--- config.mk ---
export PLATFORM = sky130hd
export DESIGN_NAME = fpu_issue_ctrl
export DESIGN_NICKNAME = d
export VERILOG_FILES = /design/src/rtl/fpu_issue_ctrl_pkg.sv /design/src/rtl/fpu_issue_ctrl_watchdog.sv /design/src/rtl/fpu_issue_ctrl.sv
export SDC_FILE = /design/constraint.sdc
export NUM_CORES = 1
export LEC_CHECK = 0
export CORE_ASPECT_RATIO = 0.9
export CORE_MARGIN = 5
export CORE_UTILIZATION = 36
export CTS_CLUSTER_DIAMETER = 150
export CTS_CLUSTER_SIZE = 12
export DETAILED_ROUTE_END_ITERATION = 12
export MAX_ROUTING_LAYER = met4
export PLACE_DENSITY = 0.87
export SYNTH_ARGS = -nofsm -noshare
export SYNTH_HDL_FRONTEND = slang
export SYNTH_SLANG_ARGS = --single-unit
--- constraint.sdc ---
create_clock -name clk -period 3.7 [get_ports clk]
set_clock_uncertainty 0.05 [all_clocks]
set_input_delay 0.37 -clock clk [delete_from_list [all_inputs] [get_ports clk]]
set_output_delay 0.37 -clock clk [all_outputs]
set_load 0.1 [all_outputs]
--- src/rtl/fpu_issue_ctrl_pkg.sv ---
// Shared definitions for the FPU issue path: FSM state encoding and opcode constants.
package fpu_issue_ctrl_pkg;

  typedef enum logic [1:0] {
    ST_IDLE  = 2'd0,
    ST_START = 2'd1,
    ST_WAIT  = 2'd2,
    ST_WB    = 2'd3
  } fpu_state_t;

  localparam logic [1:0] FOP_DIV = 2'b11;

endpackage

--- src/rtl/fpu_issue_ctrl_watchdog.sv ---
// Cycle counter for an outstanding FPU operation; flags the last allowed wait cycle.
module fpu_watchdog #(
  parameter int LIMIT = 31
) (
  input  logic clk,
  input  logic reset,
  input  logic clear,
  input  logic enable,
  output logic limit_reached
);

  localparam int CW = (LIMIT < 2) ? 1 : $clog2(LIMIT + 1);

  logic [CW-1:0] cnt;

  always_ff @(posedge clk) begin
    if (reset || clear) begin
      cnt <= '0;
    end else if (enable && !limit_reached) begin
      cnt <= cnt + 1'b1;
    end
  end

  // Counter holds the number of completed wait cycles, so the LIMIT-th wait cycle sees LIMIT-1.
  assign limit_reached = (cnt == CW'(LIMIT - 1));

endmodule

--- src/rtl/fpu_issue_ctrl.sv ---
// Issues one FPU operation at a time, tracks it with a watchdog and arbitrates its writeback.
// Decode is frozen while an issue cannot be taken or a read hits the pending destination.
module fpu_issue_ctrl
  import fpu_issue_ctrl_pkg::*;
#(
  parameter int WD_LIMIT = 31
) (
  input  logic        clk,
  input  logic        reset,
  input  logic        issue_valid,
  input  logic [1:0]  issue_op,
  input  logic [15:0] issue_opA,
  input  logic [15:0] issue_opB,
  input  logic [3:0]  issue_waddr,
  input  logic [3:0]  rd_addr0,
  input  logic [3:0]  rd_addr1,
  output logic        issue_ready,
  output logic        stall,
  output logic        fpu_start,
  output logic [1:0]  fpu_op,
  output logic [15:0] fpu_opA,
  output logic [15:0] fpu_opB,
  input  logic        fpu_valid,
  input  logic        fpu_busy,
  input  logic [15:0] fpu_result,
  input  logic        fpu_ovf,
  input  logic        fpu_unf,
  input  logic        fpu_inx,
  output logic        wb_req,
  input  logic        wb_grant,
  output logic [3:0]  wb_addr,
  output logic [15:0] wb_data,
  output logic [2:0]  fflags,
  input  logic        clr_flags,
  output logic        wd_err
);

  fpu_state_t state, next_state;
  logic [3:0] waddr_q;
  logic       wd_hit;
  logic       accept;
  logic       capture;
  logic       raw_hit;

  fpu_watchdog #(.LIMIT(WD_LIMIT)) u_watchdog (
    .clk           (clk),
    .reset         (reset),
    .clear         (state == ST_START),
    .enable        (state == ST_WAIT),
    .limit_reached (wd_hit)
  );

  always_ff @(posedge clk) begin
    if (reset) state <= ST_IDLE;
    else       state <= next_state;
  end

  always_comb begin
    next_state = state;
    case (state)
      ST_IDLE:  if (issue_valid && !fpu_busy) next_state = ST_START;
      ST_START: next_state = ST_WAIT;
      ST_WAIT: begin
        if (fpu_valid)   next_state = ST_WB;
        else if (wd_hit) next_state = ST_IDLE;
      end
      ST_WB:    if (wb_grant) next_state = ST_IDLE;
      default:  next_state = ST_IDLE;
    endcase
  end

  assign raw_hit = (rd_addr0 == waddr_q) || (rd_addr1 == waddr_q);

  always_comb begin
    issue_ready = 1'b0;
    fpu_start   = 1'b0;
    wb_req      = 1'b0;
    wd_err      = 1'b0;
    stall       = 1'b0;
    case (state)
      ST_IDLE: begin
        issue_ready = issue_valid && !fpu_busy;
        stall       = fpu_busy;
      end
      ST_START: begin
        fpu_start = 1'b1;
        stall     = issue_valid || raw_hit;
      end
      ST_WAIT: begin
        wd_err = wd_hit && !fpu_valid;
        stall  = issue_valid || raw_hit;
      end
      ST_WB: begin
        wb_req = 1'b1;
        stall  = issue_valid || raw_hit;
      end
      default: ;
    endcase
  end

  assign accept  = (state == ST_IDLE) && issue_valid && !fpu_busy;
  assign capture = (state == ST_WAIT) && fpu_valid;
  assign wb_addr = waddr_q;

  always_ff @(posedge clk) begin
    if (reset) begin
      fpu_op  <= '0;
      fpu_opA <= '0;
      fpu_opB <= '0;
      waddr_q <= '0;
      wb_data <= '0;
      fflags  <= '0;
    end else begin
      if (accept) begin
        fpu_op  <= issue_op;
        fpu_opA <= issue_opA;
        fpu_opB <= issue_opB;
        waddr_q <= issue_waddr;
      end
      if (capture) wb_data <= fpu_result;
      // A flag capture in the same cycle as a clear keeps the new flags.
      if (capture)        fflags <= fflags | {fpu_ovf, fpu_unf, fpu_inx};
      else if (clr_flags) fflags <= '0;
    end
  end

endmodule

== Word level (Yosys, flattened, before mapping) ==
Cells that the tools add are included.
Operators by class
  $add $sub $neg: 1
  bitwise operators: 1
  reduce and logical (&&, ||, !) cells: 16
  equality and inequality tests: 9
  mux-type cells: 12
Operators with widths (number)
  4-bit equality test: 2
  2-bit 2-to-1 mux: 4
  2-bit one-hot mux with 4 select lines: 1
  1-bit logical AND: 6
  3-bit 2-to-1 mux: 2
  5-bit by 1-bit adder with 5-bit output (second input constant): 1
  5-bit equality test (second input constant): 1
  2-bit equality test (second input constant): 2
  1-bit 2-to-1 mux: 4
  2-bit inequality test (second input constant): 2
  1-bit logical NOT: 3
  1-bit logical OR: 3
  3-bit inequality test (second input constant): 1
  3-bit bitwise OR: 1
  3-bit AND reduction: 1
  3-bit OR reduction: 1
  2-bit by 1-bit equality test with 1-bit output (second input constant): 1
  2-bit logical NOT: 1
  1-bit one-hot mux with 2 select lines: 1
  2-bit nonzero test: 1
Storage, ports and cells
  flip-flop bits (word level): 64
  word-level logic and storage cells: 47
  bits of input ports: 72
  output and inout port bits: 62

== Logic depth before layout (Yosys ltp) ==
  depth after elaboration: 4
  gate-level depth with buffers: 8

== Hierarchy ==
Synthesis repeated with hierarchy kept, for this count alone.
Unflattened totals
  cell total of the unflattened synthesis: 312
  area total of the unflattened synthesis: 2489.9 sq um
Modules (own cells, without submodules)
  fpu_issue_ctrl: times used 1, cells each 282, area an instance 2204.6 sq um, seq. area each 1181.1 sq um
  fpu_watchdog: times used 1, cells each 30, area an instance 285.3 sq um, seq. area each 100.1 sq um

== Least setup slack after synthesis ==
Ideal clock, no wire load.
  path kind: reg-to-output
  start point: register waddr_q[1], in the netlist wb_addr[1]
  end point: output port stall
  setup slack: 309 ps
  cell stages (with the launch flop): 4
  data arrival time: 2971 ps
  path buffers: 0
  cell sequence: dfxtp_1 -> xnor2_1 -> nand4_1 -> a31oi_1
Between the ends
  word-level cells in the longest chain between the ends: 4
Ends and longest elaborated chain
  start: declaration: line fpu_issue_ctrl.sv:39  | logic [3:0] waddr_q;
  start signal: assignment: line fpu_issue_ctrl.sv:118  | waddr_q <= issue_waddr;
  4-bit equality test: line fpu_issue_ctrl.sv:72  | assign raw_hit = (rd_addr0 == waddr_q) || (rd_addr1 == waddr_q);
  1-bit logical OR *: line fpu_issue_ctrl.sv:72
  1-bit logical OR *: line fpu_issue_ctrl.sv:87, fpu_issue_ctrl.sv:91, fpu_issue_ctrl.sv:95
  1-bit one-hot mux with 2 select lines *: line fpu_issue_ctrl.sv:80  | case (state)
  end: declaration: line fpu_issue_ctrl.sv:18  | output logic stall,
Every way passes the cells marked *; elsewhere a longest branch is shown, timed or not.

== Worst setup path after layout ==
  start point: register state[0]
  end point: output port wb_req
Between the ends
  word-level cells in the longest chain between the ends: 2
Ends and longest elaborated chain
  start: declaration: line fpu_issue_ctrl.sv:38  | fpu_state_t state, next_state;
  start signal: assignment: line fpu_issue_ctrl.sv:55  | else state <= next_state;
  2-bit equality test: line fpu_issue_ctrl.sv:80
  1-bit 2-to-1 mux: line fpu_issue_ctrl.sv:80
  end: declaration: line fpu_issue_ctrl.sv:29  | output logic wb_req,
No other way between the ends.

==> run summary <==
### Clocking
- yes — TritonCTS clock tree
- 320 ps — clk_lat worst skew
- 3 — number of levels the H-tree was split into
- 0 — hold bufs inserted after CTS
- 70 ps — Worst-path clk slew
- sky130_fd_sc_hd__clkbuf_8 — CTS Root Buffer Type
- 2 — buffer depth of the longest clock path
- 0 — setup repair bufs after CTS
- 64 — sink count of the clock tree
- 9 — clock buffers created by TritonCTS
- 0 — cells resized by post-CTS repair

### Power and ir drop
- 35.7% — clock network fraction of total power
- 1241 uW — Internal
- 579.2 uW — Psw
- 31.82% — proportion of total power due to net switching
- 0.2951 mV — worst-case vdd ir drop
- 40.5% — share of power burned in registers
- 23.8% — logic gate share of total power
- 452.3 nW/um^2 — power density over the cells
- 0.001400 uW — cell leakage power

### Logic synthesis
- 384 — post-synth net total
- 51.56% — Seq/Total Area, Yosys
- 310 — synthesized instance count
- 8.016 sq um — Mapped Avg Cell Area
- 2485 sq um — combined area of all synthesized cells
- 64 — synthesized flop and latch total
- 0 — Warnings, synthesis
- 31 — Netlist cell types

### Global routing
- 0 — initial antenna violation count
- 43 — maximum number of pins on one net before global-route repair
- 16.55% — global routing usage summed across all routing layers
- 0 — total gr overflow
- 11140 um — wire length of the first global-routing pass
- 2350 — number of global-route vias before repair

### STA
- 386.7 MHz — highest clock frequency the design can meet
- 1006 ps — worst-margin pin slew
- 2586 ps — final period demand of the worst path
- 32.70% — worst slew margin relative to its limit
- no — unrepaired setup endpoints after global routing
- 0 ps — summed negative setup slack over all endpoints
- 0 — Final Hold Vio Count
- 0 — Final Slew Violations
- 69.90% — Period Utilization, post-route
- 0 — final setup vio count
- 1114 ps — minimum setup slack in the final design

### Route
- 2521 — vias after detailed routing
- 0 — post-detailed-route DRC marker count
- 13.42 um — drt wl/cell
- 65 — number of DRC markers in iteration 0
- 7112 um — routed wire length
- 0 — number of nets with antenna violations after detailed routing
- 4.757 — Via density
- 4 — length of the first detailed-routing pass in iterations

### Cells and area
- 509 — total number of nets in the final design
- 599 — # fillers
- 5.455% — layout cell share with drive strength beyond 1
- sky130_fd_sc_hd__clkdlybuf4s50_1, sky130_fd_sc_hd__nand2_1, sky130_fd_sc_hd__dfxtp_1 — leading cell types in the layout, fill and taps excluded
- sky130_fd_sc_hd__clkdlybuf4s50_1 — most common cell after layout, fill and taps aside
- 1056 sq um — area of the multi-input gates
- 61.98% — Area Growth Syn to Fin
- 1281 sq um — sequential cell area
- 0 — number of antenna repair diodes

### Floorplan
- 6656 sq um — area of the placeable core
- 88.82 um — die boundary height
- 97.58 um — die extent in x
- 28 — number of cell rows
- 37.33% — starting density of the core
- 8667 sq um — area enclosed by the die boundary
- 134 — IO Pins

### Setup path
- 3280 ps — required time of the worst setup path
- 10 — critical path fanouts, max
- output port — category of the worst setup path capture point
- flop to output port — critical setup path kind
- flop — type of element launching the critical path
- 2170 ps — Worst EP arrival

### Placed design
- 5318 um — estimated wirelength of the detail-placed design
- 1268 ps — worst slack at placement
- 133 — number of port buffers
- 0.8650 — RD Place Congestion

### Job
- 0 — Max Cap Violations

### Status
- complete, no violations — status

### Worst hold path
- input pin to flop — path type of the worst min-delay path

-- power groups by stage --
stage	combinational, uW	clock [uW]	sequential (uW)
detailed placement	435	0	753
global placement	431	0	751
finish	433	650	738
floorplan	113	0	933
CTS	436	667	738
global route	454	703	741
-- metrics by stage --
step                util (%)  instances  cell area [sq um]  power (uW)  hold WS [ps]
finish                 60.47        530               4025        1820         400.4
global route           60.47        530               4025        1899         402.1
CTS                    60.47        530               4025        1840         389.5
detailed placement     57.14        514               3804        1188         395.7
global placement       57.14        514               3804        1182         390.8
floorplan                  -        310               2485        1046         405.4
-- layer usage --
metal,GRT usage [%],vias to the layer above,wire length [um]
met2,28.06,99,3617
met3,5.122,7,443
met4,4.654,0,58
met5,-,-,0
li1,-,1274,-
met1,19.16,1141,2993
-- synth_stat cells --
cell,n,share of area (%)
sky130_fd_sc_hd__nor3_1,2,0.40
sky130_fd_sc_hd__nor2_1,2,0.30
sky130_fd_sc_hd__o41ai_1,1,0.35
sky130_fd_sc_hd__nand4_1,3,0.76
sky130_fd_sc_hd__a21oi_1,62,12
sky130_fd_sc_hd__buf_6,4,1.8
sky130_fd_sc_hd__nand2_1,114,17
sky130_fd_sc_hd__nand2b_1,4,1.0
sky130_fd_sc_hd__a31oi_1,2,0.50
sky130_fd_sc_hd__a21oi_2,1,0.35
sky130_fd_sc_hd__xnor2_1,8,2.8
sky130_fd_sc_hd__or3_1,1,0.25
sky130_fd_sc_hd__nand3b_1,1,0.30
sky130_fd_sc_hd__inv_1,4,0.60
sky130_fd_sc_hd__dfxtp_1,64,52
sky130_fd_sc_hd__nand3_1,2,0.40
sky130_fd_sc_hd__nor2b_1,1,0.25
sky130_fd_sc_hd__or4b_4,1,0.55
sky130_fd_sc_hd__o21ai_0,5,1.0
sky130_fd_sc_hd__clkbuf_1,12,1.8
sky130_fd_sc_hd__or4_1,2,0.60
sky130_fd_sc_hd__and3b_1,1,0.35
sky130_fd_sc_hd__and2_1,1,0.25
sky130_fd_sc_hd__buf_4,1,0.30
sky130_fd_sc_hd__and4_1,1,0.35
sky130_fd_sc_hd__buf_8,1,0.60
sky130_fd_sc_hd__o31ai_1,2,0.60
sky130_fd_sc_hd__ha_1,2,1.0
sky130_fd_sc_hd__clkinv_2,1,0.20
sky130_fd_sc_hd__a311oi_1,1,0.35
sky130_fd_sc_hd__buf_2,3,0.60
-- final timing paths --
path | startpoint | end | slack, ps | depth (start not counted)
setup / recovery | state[0] | wb_req | 1110 | 2
hold / removal | reset | fpu_opA[9] | 400 | 2
setup reg to reg | state[1] | fpu_opB[11] | 1650 | 5
hold reg to reg | fpu_opA[7] | fpu_opA[7] | 400 | 2
-- worst max-delay path, stage by stage (launching register included) --
cell                              delay, ps
sky130_fd_sc_hd__dfxtp_1                500
sky130_fd_sc_hd__and2_1                 200
sky130_fd_sc_hd__clkdlybuf4s50_1       1150
-- flip-flops by register name, summed over array words and instances (netlist names) --
signal / count
fflags: 3
fpu_op: 2
fpu_opA: 16
fpu_opB: 16
state: 2
u_watchdog.cnt: 5
wb_addr: 4
wb_data: 16
-- kinds of logic after synthesis --
family / count (synthesis) / synth area share (%)
buffers and inverters: 26 / 5.941
AND/OR/NAND/NOR: 136 / 23.01
flip-flops: 64 / 51.56
adder cells (fa/ha/maj): 2 / 1.007
XOR/XNOR: 8 / 2.820
AO/OA/AOI/OAI: 74 / 15.66
-- cell type report --
class | count | area share, %
clock inverter | 6 | 2.331
multi-input combinational | 220 | 26.24
timing repair buffer | 135 | 33.14
clock buffer | 10 | 3.171
tap | 90 | 2.798
sequential | 64 | 31.83
inverter | 5 | 0.4974
(Power assumes the default switching activity.)
